===== config.mk =====
export PLATFORM = sky130hd
export DESIGN_NAME = alu_seq_exec
export DESIGN_NICKNAME = d
export VERILOG_FILES = /design/src/rtl/alu_pkg.sv /design/src/rtl/alu_iter_muldiv.sv /design/src/rtl/alu_seq_exec.sv
export SDC_FILE = /design/constraint.sdc
export NUM_CORES = 1
export LEC_CHECK = 0
export BUFFER_PORTS_ARGS = -buffer_cell sky130_fd_sc_hd__buf_2
export CAP_MARGIN = 15
export CORE_ASPECT_RATIO = 0.9
export CORE_MARGIN = 1
export CORE_UTILIZATION = 56
export DETAILED_ROUTE_END_ITERATION = 6
export PLACE_DENSITY = 0.79
export SLEW_MARGIN = 20
export SYNTH_ARGS = -nofsm -noshare
export SYNTH_HDL_FRONTEND = slang
export SYNTH_SLANG_ARGS = --single-unit
export TNS_END_PERCENT = 10

===== constraint.sdc =====
create_clock -name clk -period 2.75 [get_ports clk]
set_clock_uncertainty 0.15 [all_clocks]
set_input_delay 0.1375 -clock clk [delete_from_list [all_inputs] [get_ports clk]]
set_output_delay 0.1375 -clock clk [all_outputs]
set_load 0.005 [all_outputs]

===== src/rtl/alu_pkg.sv =====
// Shared op-code encodings and FSM state type for the sequential ALU.
// ALU_DIV_EN adds the DIV state (restoring divide on op 011).
package alu_pkg;

  localparam logic [2:0] OP_AND = 3'b000;
  localparam logic [2:0] OP_OR  = 3'b001;
  localparam logic [2:0] OP_ADD = 3'b010;
  localparam logic [2:0] OP_DIV = 3'b011;
  localparam logic [2:0] OP_MUL = 3'b101;
  localparam logic [2:0] OP_SUB = 3'b110;
  localparam logic [2:0] OP_SLT = 3'b111;

  typedef enum logic [1:0] {
    IDLE,
    MUL,
`ifdef ALU_DIV_EN
    DIV,
`endif
    DONE
  } state_t;

endpackage


===== src/rtl/alu_iter_muldiv.sv =====
// Iterative datapath: shift-add multiply (and restoring divide if ALU_DIV_EN).
// Ports: start loads a/b, run steps once, last flags final step, res_nxt.
module alu_iter_muldiv
  import alu_pkg::*;
#(
  parameter int WIDTH = 32
) (
  input  logic             clk,
  input  logic             rst_n,
  input  logic             start,
`ifdef ALU_DIV_EN
  input  logic             is_div,
`endif
  input  logic             run,
  input  logic [WIDTH-1:0] a,
  input  logic [WIDTH-1:0] b,
  output logic             last,
  output logic [WIDTH-1:0] res_nxt
);

  localparam int CW = $clog2(WIDTH) + 1;

  logic [CW-1:0]    cnt;
  logic [WIDTH-1:0] hi, lo, dv;
  logic [WIDTH-1:0] hi_n, lo_n;
  logic [WIDTH:0]   sum;
`ifdef ALU_DIV_EN
  logic             div_q;
  logic [WIDTH:0]   rsh, dif;
`endif

  // {hi,lo} shifts right; lo starts as the multiplier/dividend and
  // ends holding the low product word or the quotient.
  always_comb begin
    sum  = {1'b0, hi} + (lo[0] ? {1'b0, dv} : '0);
    hi_n = sum[WIDTH:1];
    lo_n = {sum[0], lo[WIDTH-1:1]};
`ifdef ALU_DIV_EN
    rsh = {hi, lo[WIDTH-1]};
    dif = rsh - {1'b0, dv};
    if (div_q) begin
      if (rsh >= {1'b0, dv}) begin
        hi_n = dif[WIDTH-1:0];
        lo_n = {lo[WIDTH-2:0], 1'b1};
      end else begin
        hi_n = rsh[WIDTH-1:0];
        lo_n = {lo[WIDTH-2:0], 1'b0};
      end
    end
`endif
  end

  assign last    = (cnt == CW'(WIDTH - 1));
  assign res_nxt = lo_n;

  always_ff @(posedge clk or negedge rst_n) begin
    if (!rst_n) begin
      cnt <= '0;
      hi  <= '0;
      lo  <= '0;
      dv  <= '0;
`ifdef ALU_DIV_EN
      div_q <= 1'b0;
`endif
    end else if (start) begin
      cnt <= '0;
      hi  <= '0;
      lo  <= a;
      dv  <= b;
`ifdef ALU_DIV_EN
      div_q <= is_div;
`endif
    end else if (run) begin
      hi  <= hi_n;
      lo  <= lo_n;
      cnt <= last ? '0 : cnt + CW'(1);
    end
  end

endmodule


===== src/rtl/alu_seq_exec.sv =====
// Sequential ALU: single-cycle ADD/SUB/AND/OR/SLT, iterative MUL (and DIV
// with ALU_DIV_EN); valid/ready in and out, result/zero/err held in DONE.
module alu_seq_exec
  import alu_pkg::*;
#(
  parameter int WIDTH = 32
) (
  input  logic             clk,
  input  logic             rst_n,
  input  logic             in_valid,
  output logic             in_ready,
  input  logic [2:0]       alu_control,
  input  logic [WIDTH-1:0] src_a,
  input  logic [WIDTH-1:0] src_b,
  output logic             out_valid,
  input  logic             out_ready,
  output logic [WIDTH-1:0] result,
  output logic             zero,
  output logic             err
);

  state_t           state, state_n;
  logic [WIDTH-1:0] res_q, alu_res, iter_res;
  logic             err_q, illegal, iter_op;
  logic             start, run, last;

  always_comb begin
    alu_res = '0;
    illegal = 1'b0;
    iter_op = 1'b0;
    unique case (alu_control)
      OP_ADD: alu_res = src_a + src_b;
      OP_SUB: alu_res = src_a - src_b;
      OP_AND: alu_res = src_a & src_b;
      OP_OR:  alu_res = src_a | src_b;
      OP_SLT: alu_res = {{(WIDTH-1){1'b0}},
                         $signed(src_a) < $signed(src_b)};
      OP_MUL: iter_op = 1'b1;
`ifdef ALU_DIV_EN
      OP_DIV: iter_op = 1'b1;
`endif
      default: illegal = 1'b1;
    endcase
  end

  assign in_ready  = (state == IDLE);
  assign out_valid = (state == DONE);
`ifdef ALU_DIV_EN
  assign run = (state == MUL) || (state == DIV);
`else
  assign run = (state == MUL);
`endif

  always_comb begin
    state_n = state;
    start   = 1'b0;
    unique case (state)
      IDLE: if (in_valid) begin
        start = iter_op;
        if (alu_control == OP_MUL) state_n = MUL;
`ifdef ALU_DIV_EN
        else if (alu_control == OP_DIV) state_n = DIV;
`endif
        else state_n = DONE;
      end
      MUL: if (last) state_n = DONE;
`ifdef ALU_DIV_EN
      DIV: if (last) state_n = DONE;
`endif
      DONE: if (out_ready) state_n = IDLE;
      default: state_n = IDLE;
    endcase
  end

  always_ff @(posedge clk or negedge rst_n) begin
    if (!rst_n) begin
      state <= IDLE;
      res_q <= '0;
      err_q <= 1'b0;
    end else begin
      state <= state_n;
      if (in_valid && in_ready) begin
        res_q <= alu_res;
        err_q <= illegal;
      end else if (run && last) begin
        res_q <= iter_res;
      end
    end
  end

  assign result = res_q;
  assign zero   = (res_q == '0);
  assign err    = err_q;

  alu_iter_muldiv #(.WIDTH(WIDTH)) u_iter (
    .clk     (clk),
    .rst_n   (rst_n),
    .start   (start),
`ifdef ALU_DIV_EN
    .is_div  (alu_control == OP_DIV),
`endif
    .run     (run),
    .a       (src_a),
    .b       (src_b),
    .last    (last),
    .res_nxt (iter_res)
  );

endmodule


### Yosys cells after proc, flatten, opt, wreduce, memory -nomap -nowiden

Cells that the tools add are included.
Widths: inputs -> output; s select.

| cells by class | value |
|---|---|
| add/subtract/negate cells | 4 |
| magnitude comparators | 1 |
| equal/unequal tests | 11 |
| mux-type cells | 20 |
| bitwise logic cells | 2 |
| reduce and logical (&&, ||, !) cells | 9 |

Operators by type and width:

| cell | count |
|---|---|
| $mux 32 | 7 |
| $pmux 32 s5 | 1 |
| $add 32x33->33 | 1 |
| $add 32x32->32 | 1 |
| $and 32x32->32 | 1 |
| $logic_not 32->1 | 1 |
| $lt 32x32->1 | 1 |
| $or 32x32->32 | 1 |
| $sub 32x32->32 | 1 |
| $mux 6 | 3 |
| $eq 3x3->1 const B | 3 |
| $mux 2 | 4 |
| $add 6x1->6 const B | 1 |
| $eq 6x5->1 const B | 1 |
| $pmux 2 s3 | 1 |
| $reduce_or 6->1 | 1 |
| $mux 1 | 4 |
| $ne 2x1->1 const B | 2 |
| $reduce_bool 2->1 | 2 |
| $eq 3x1->1 const B | 1 |
| $eq 3x2->1 const B | 1 |
| $logic_not 3->1 | 1 |
| $reduce_and 3->1 | 1 |
| $eq 2x1->1 const B | 1 |
| 4 further kinds | 5 |

| word-level totals | value |
|---|---|
| register bits after elaboration | 137 |
| input bits | 71 |
| logic and storage cells | 54 |

### Longest topological paths before layout

| logic depth | value |
|---|---|
| depth in word-level cells | 5 |
| gate-level depth with buffers | 13 |
| gate-level depth less buffers | 13 |

### Hierarchy

From an unflattened synthesis, not the netlist that was laid out.

| unflattened totals | value |
|---|---|
| cells, all modules | 1633 |
| area total of the unflattened synthesis | 13240.2 sq um |

Modules (own cells, without submodules):

| module | instances | cells an instance | area each (sq um) |
|---|---|---|---|
| alu_iter_muldiv | 1 | 737 | 6842.8 |
| alu_seq_exec | 1 | 896 | 6397.4 |

### Worst setup path after synthesis

No wires, ideal clock.

| timing path | value |
|---|---|
| kind | flip-flop to flip-flop |
| from | reg u_iter.lo[0] |
| to | reg u_iter.hi[31] |
| library setup time | 0.084 ns |
| arrival time | 2.778 ns |
| setup slack | -0.262 ns |
| cell stages (with the launch flop) | 14 |
| period minus slack after synthesis | 3.012 ns |
| path through | dfrtp_1 and2_1 ha_1 inv_1 fa_1 nor2b_4 o31a_1 o41ai_4 o221a_4 o311a_4 o21ai_2 a221oi_2 o211ai_1 a21boi_0 |

| on the way | value |
|---|---|
| word-level cells in the longest chain between the ends | 4 |

RTL lines:

| element | line | RTL |
|---|---|---|
| start: declaration | alu_iter_muldiv.sv:24 | `logic [WIDTH-1:0] hi, lo, dv;` |
| start signal: assignment | alu_iter_muldiv.sv:75 | `lo <= lo_n;` |
| $mux 32 | alu_iter_muldiv.sv:35 | `sum = {1'b0, hi} + (lo[0] ? {1'b0, dv} : '0);` |
| $add 32x33->33 | alu_iter_muldiv.sv:35 |  |
| $mux 32 | alu_iter_muldiv.sv:73 | `end else if (run) begin` |
| $mux 32 | alu_iter_muldiv.sv:65 | `end else if (start) begin` |
| end signal: assignment | alu_iter_muldiv.sv:74 | `hi <= hi_n;` |
| end: declaration | alu_iter_muldiv.sv:24 |  |

No other way between the ends. The select of a mux whose other input is x is not followed.
A chain may end at the register's enable or synchronous reset.

### Worst setup path after layout

| timing path | value |
|---|---|
| from | reg u_iter.lo[0] |
| to | reg u_iter.hi[16] |

Same word-level chain as after synthesis.

==> results.tsv <==
stage	metric	value	unit
status	run_status	complete, but fails checks	
status	failing_checks	DRC, setup timing	
sta	final.period_utilization	112.9	%
final_layout	layout.cells.most_common	sky130_fd_sc_hd__buf_4	
setup_path	timing.rr.start	u_iter.lo[0]$_DFFE_PN0P_	
drt	post-route-drc-count	1	
placement	gp_congestion	0.9913	
logic_synthesis	synth_simple_gate_area_share	20.03	%
setup_path	critical_path.max_stage_delay	0.43	ns
logic_synthesis	synth_area_in_compound_gates	26.88	%
drt	post_drt_wl_per_cell	21.87	um
sta	rsz0062_at_grt	true	
drt	ant_nets	0	
setup_path	worstRegToRegCells	12	
sta	worst_hold_slack	0.01526	ns
cts	clk_pin_slew	0.07	ns
hold_path	worst_hold_path.endpoint	u_iter.dv[22]$_DFFE_PN0P_	
floorplanning	initial_utilization	57.44	%
floorplanning	height_of_the_die	143.9	um
logic_synthesis	yosys.area_share.adder	14.85	%
drt	avgViaCountPerCell	6.292	
global_routing	grt_start_max_net_pins	51	
job	max_cap_violations	0	
logic_synthesis	largest_family_of_logic_cells_by_synthesized_area	compound AO/OA/AOI/OAI gates	
logic_synthesis	count_of_flip_flops_with_a_built_in_enable_after_synthesis	0	
sta	worst_max_slew_pin_slew	0.6634	ns
final_layout	non_filler_instances	2313	
floorplanning	io-pin-count	107	
setup_path	crit_buf_inv	1	
cts	cts_tree	built	
final_layout	drive_above_1_share	26.46	%
setup_path	critical-path-slowest-cell	sky130_fd_sc_hd__dfrtp_1	
placement	placement.io_buffers	106	
setup_path	setup.worst_path.class	flop to flop	
cts	htree_num_levels	4	
global_routing	first_pass_grt_wire_length	75730	um
setup_path	crit_path_start_kind	flop	
drt	routed.top_layer	met4	
placement	post-place-cells	2227	
placement	post-dp-hpwl	36230	um
global_routing	antenna_violations_before_repair	2	
logic_synthesis	synth_unique_cells	87	
global_routing	grt_remaining_overflow	0	
power_and_ir_drop	vdd.ir_drop.worst	0.0004424	V
logic_synthesis	biggest_area_consumer_among_synthesized_cells	sky130_fd_sc_hd__dfrtp_1	
cts	ctsLongestPathBuffers	2	
logic_synthesis	synth-seq-area-share	27.35	%
logic_synthesis	syn-num-nets	1828	
power_and_ir_drop	power-per-cell-area	651.3	mW/mm^2
setup_path	setup.reg_to_reg.worst_slack	-0.35	ns
drt	detail_route.wirelength	50580	um
final_layout	nets	2227	
floorplanning	area_of_the_die	0.02299	mm^2
hold_path	min_path_cells	4	
drt	routedLengthMet1	20870	um
sta	final.setup.worst_slack	-0.3546	ns
logic_synthesis	synth_warn	0	
setup_path	crit_path_end_kind	flop	
logic_synthesis	synth-xor-area-share	3.284	%
drt	detailroute.wirelength.met3	5312	um
drt	detailedRoute.firstPassIterationCount	7	
floorplanning	placement_rows	51	
final_layout	area_growth_syn_to_layout	35.01	%
global_routing	number_of_global_route_vias_before_repair	13840	
cts	clock_insertion_delay_worst_skew	0.45	ns
setup_path	cp_data_required_time	2.90	ns
setup_path	critical_path_peak_fanout	10	
setup_path	critical_path_at	3.26	ns
logic_synthesis	netlist_instances	1610	
hold_path	worst_hold_startpoint	src_b[22]	
cts	tritoncts_buffer_count	17	
drt	detailroute.via_count	14550	
logic_synthesis	avgSynthCellArea	7.785	um^2
logic_synthesis	synth.top_cell.area_share	27.35	%
setup_path	crit_path_cell_trace	buf_4, and2_1, ha_1, a211oi_1, o21ai_1, nand3b_1, nand3_1, a21oi_2, o21bai_1, a21oi_2, xor2_1, o21ai_0	
logic_synthesis	async_reset_ff_share	100.0	%
logic_synthesis	synth_mux_area_share	1.298	%
logic_synthesis	synthFlopType	sky130_fd_sc_hd__dfrtp_1	
sta	timing.final.crit_period	3.105	ns
drt	drt_iter0_markers	1793	
sta	timing.max_slew.rel_slack	55.61	%
global_routing	all_layer_gr_usage	42.90	%
cts	root_buffer	sky130_fd_sc_hd__clkbuf_16	
logic_synthesis	register_bit_count_reported_by_yosys	137	
floorplanning	dieWidth	159.7	um
hold_path	hold_class	input port to flop	
setup_path	library_cell_appearing_most_often_on_the_critical_path	sky130_fd_sc_hd__a21oi_2	
sta	timing_hold_violations_final	0	
drt	routed_length_on_met2	22270	um
cts	clock-sinks	137	
power_and_ir_drop	p_leak	0.008384	uW
final_layout	insertedDiodeCount	0	
setup_path	critical-path-top-delay-family	compound AO/OA/AOI/OAI gates	
setup_path	crit-reg2reg-capture	u_iter.hi[16]$_DFFE_PN0P_	
floorplanning	area_of_the_core_region	0.02182	mm^2
sta	final-setup-viol-count	21	
sta	max_freq	322.1	MHz
logic_synthesis	synth.top_cells.by_area	sky130_fd_sc_hd__dfrtp_1 27%, sky130_fd_sc_hd__ha_1 14%, sky130_fd_sc_hd__nand2_1 6.6%	
logic_synthesis	synth_area	0.01253	mm^2
sta	report.final.slew_viol_count	0	
final_layout	most-common-layout-cells	302 x sky130_fd_sc_hd__buf_4, 216 x sky130_fd_sc_hd__nand2_1, 144 x sky130_fd_sc_hd__o21ai_0, 137 x sky130_fd_sc_hd__dfrtp_1, 133 x sky130_fd_sc_hd__ha_1	
## layer usage
metal  track usage [%]  vias up
li1                  -     6520
met1             56.73     6958
met2             67.48      880
met3             9.553      195
met4             18.62        0
met5                 0        -
## metrics by stage
stage	TNS (ns)	setup slack [ns]	area, um^2	util, %	total power (uW)
floorplan	-0.8035	-0.1927	12570	-	5962
global placement	-5.633	-0.2954	15470	70.90	7847
detailed placement	-8.821	-0.3907	15470	70.90	8043
CTS	-2.202	-0.2612	16650	76.28	10540
global route	-6.726	-0.4541	16920	77.54	11560
finish	-4.636	-0.3546	16920	77.54	11020
## flip-flops by register name, summed over array words and instances, names as in the netlist
register / flops
err: 1
result: 32
state: 2
u_iter.cnt: 6
u_iter.dv: 32
u_iter.hi: 32
u_iter.lo: 32
## tightest hold or removal path, delay by kind of cell
kind	cells	cell delay, ns
buffers and inverters	3	0.33
AO/OA/AOI/OAI	1	0.08
## kinds of logic after synthesis
logic type / count (synthesis)
AOI/OAI and AO/OA: 521
xor gates and xnor gates: 47
adders and majority gates: 147
buffers and inverters: 203
DFF: 137
muxes: 16
and+or+nand+nor: 539
## repair_timing
action,4_1_cts,5_1_grt
gates cloned,0,0
setup buffers,2,1
setup endpoints to repair,19,41
endpoints found under the hold margin,158,0
gates resized for setup,16,62
hold buffers,51,0
pin swaps,20,16
## worst max path at each step
| stage | startpoint | endpoint | slack [ns] | cells past startpoint |
|---|---|---|---|---|
| 6_report | u_iter.lo[0]$_DFFE_PN0P_ | u_iter.hi[16]$_DFFE_PN0P_ | -0.35 | 12 |
| 5_1_grt | u_iter.lo[0]$_DFFE_PN0P_ | u_iter.hi[31]$_DFFE_PN0P_ | -0.45 | 13 |
| 4_1_cts | u_iter.lo[0]$_DFFE_PN0P_ | u_iter.hi[31]$_DFFE_PN0P_ | -0.26 | 13 |
| 3_5_place_dp | src_a[0] | result[30]$_DFFE_PN0P_ | -0.39 | 14 |
| 3_3_place_gp | src_a[0] | result[30]$_DFFE_PN0P_ | -0.30 | 14 |
| 2_1_floorplan | u_iter.lo[0]$_DFFE_PN0P_ | u_iter.hi[31]$_DFFE_PN0P_ | -0.19 | 13 |
## power breakdown
part	switching, uW	internal, uW
Combinational	2770	2260
Clock	1080	1280
Sequential	793	2830
## final cells by class
cell class / count / area (um^2)
Clock buffer: 17 / 425.4
Clock inverter: 15 / 160.2
Fill cell: 1564 / 4901
Inverter: 117 / 439.2
Multi-Input combinational cell: 1270 / 8686
Sequential cell: 137 / 3428
Tap cell: 291 / 364.1
Timing Repair Buffer: 466 / 3420
## synth_stat cells (7+ instances only)
cell type,count
sky130_fd_sc_hd__nand2_1,219
sky130_fd_sc_hd__o21ai_0,159
sky130_fd_sc_hd__ha_1,144
sky130_fd_sc_hd__dfrtp_1,137
sky130_fd_sc_hd__inv_1,117
sky130_fd_sc_hd__a21oi_1,111
sky130_fd_sc_hd__nor2_1,107
sky130_fd_sc_hd__clkbuf_1,67
sky130_fd_sc_hd__nand3_1,46
sky130_fd_sc_hd__and2_1,41
sky130_fd_sc_hd__a22oi_1,34
sky130_fd_sc_hd__a21o_1,30
sky130_fd_sc_hd__nor3_1,29
sky130_fd_sc_hd__xnor2_1,26
sky130_fd_sc_hd__a31oi_1,23
sky130_fd_sc_hd__xor2_1,21
sky130_fd_sc_hd__o21bai_1,18
sky130_fd_sc_hd__a211oi_1,17
sky130_fd_sc_hd__a221oi_1,17
sky130_fd_sc_hd__nor2b_1,16
sky130_fd_sc_hd__mux2i_1,14
sky130_fd_sc_hd__o211ai_1,14
sky130_fd_sc_hd__and3_1,13
sky130_fd_sc_hd__nor4_1,13
sky130_fd_sc_hd__buf_2,12
sky130_fd_sc_hd__nand4_1,11
sky130_fd_sc_hd__o22ai_1,10
sky130_fd_sc_hd__or3_1,10
sky130_fd_sc_hd__nand2b_1,9
sky130_fd_sc_hd__o21a_1,9
sky130_fd_sc_hd__or2_2,8
sky130_fd_sc_hd__o31ai_1,7
No activity file was read; power rests on OpenSTA's default activity.
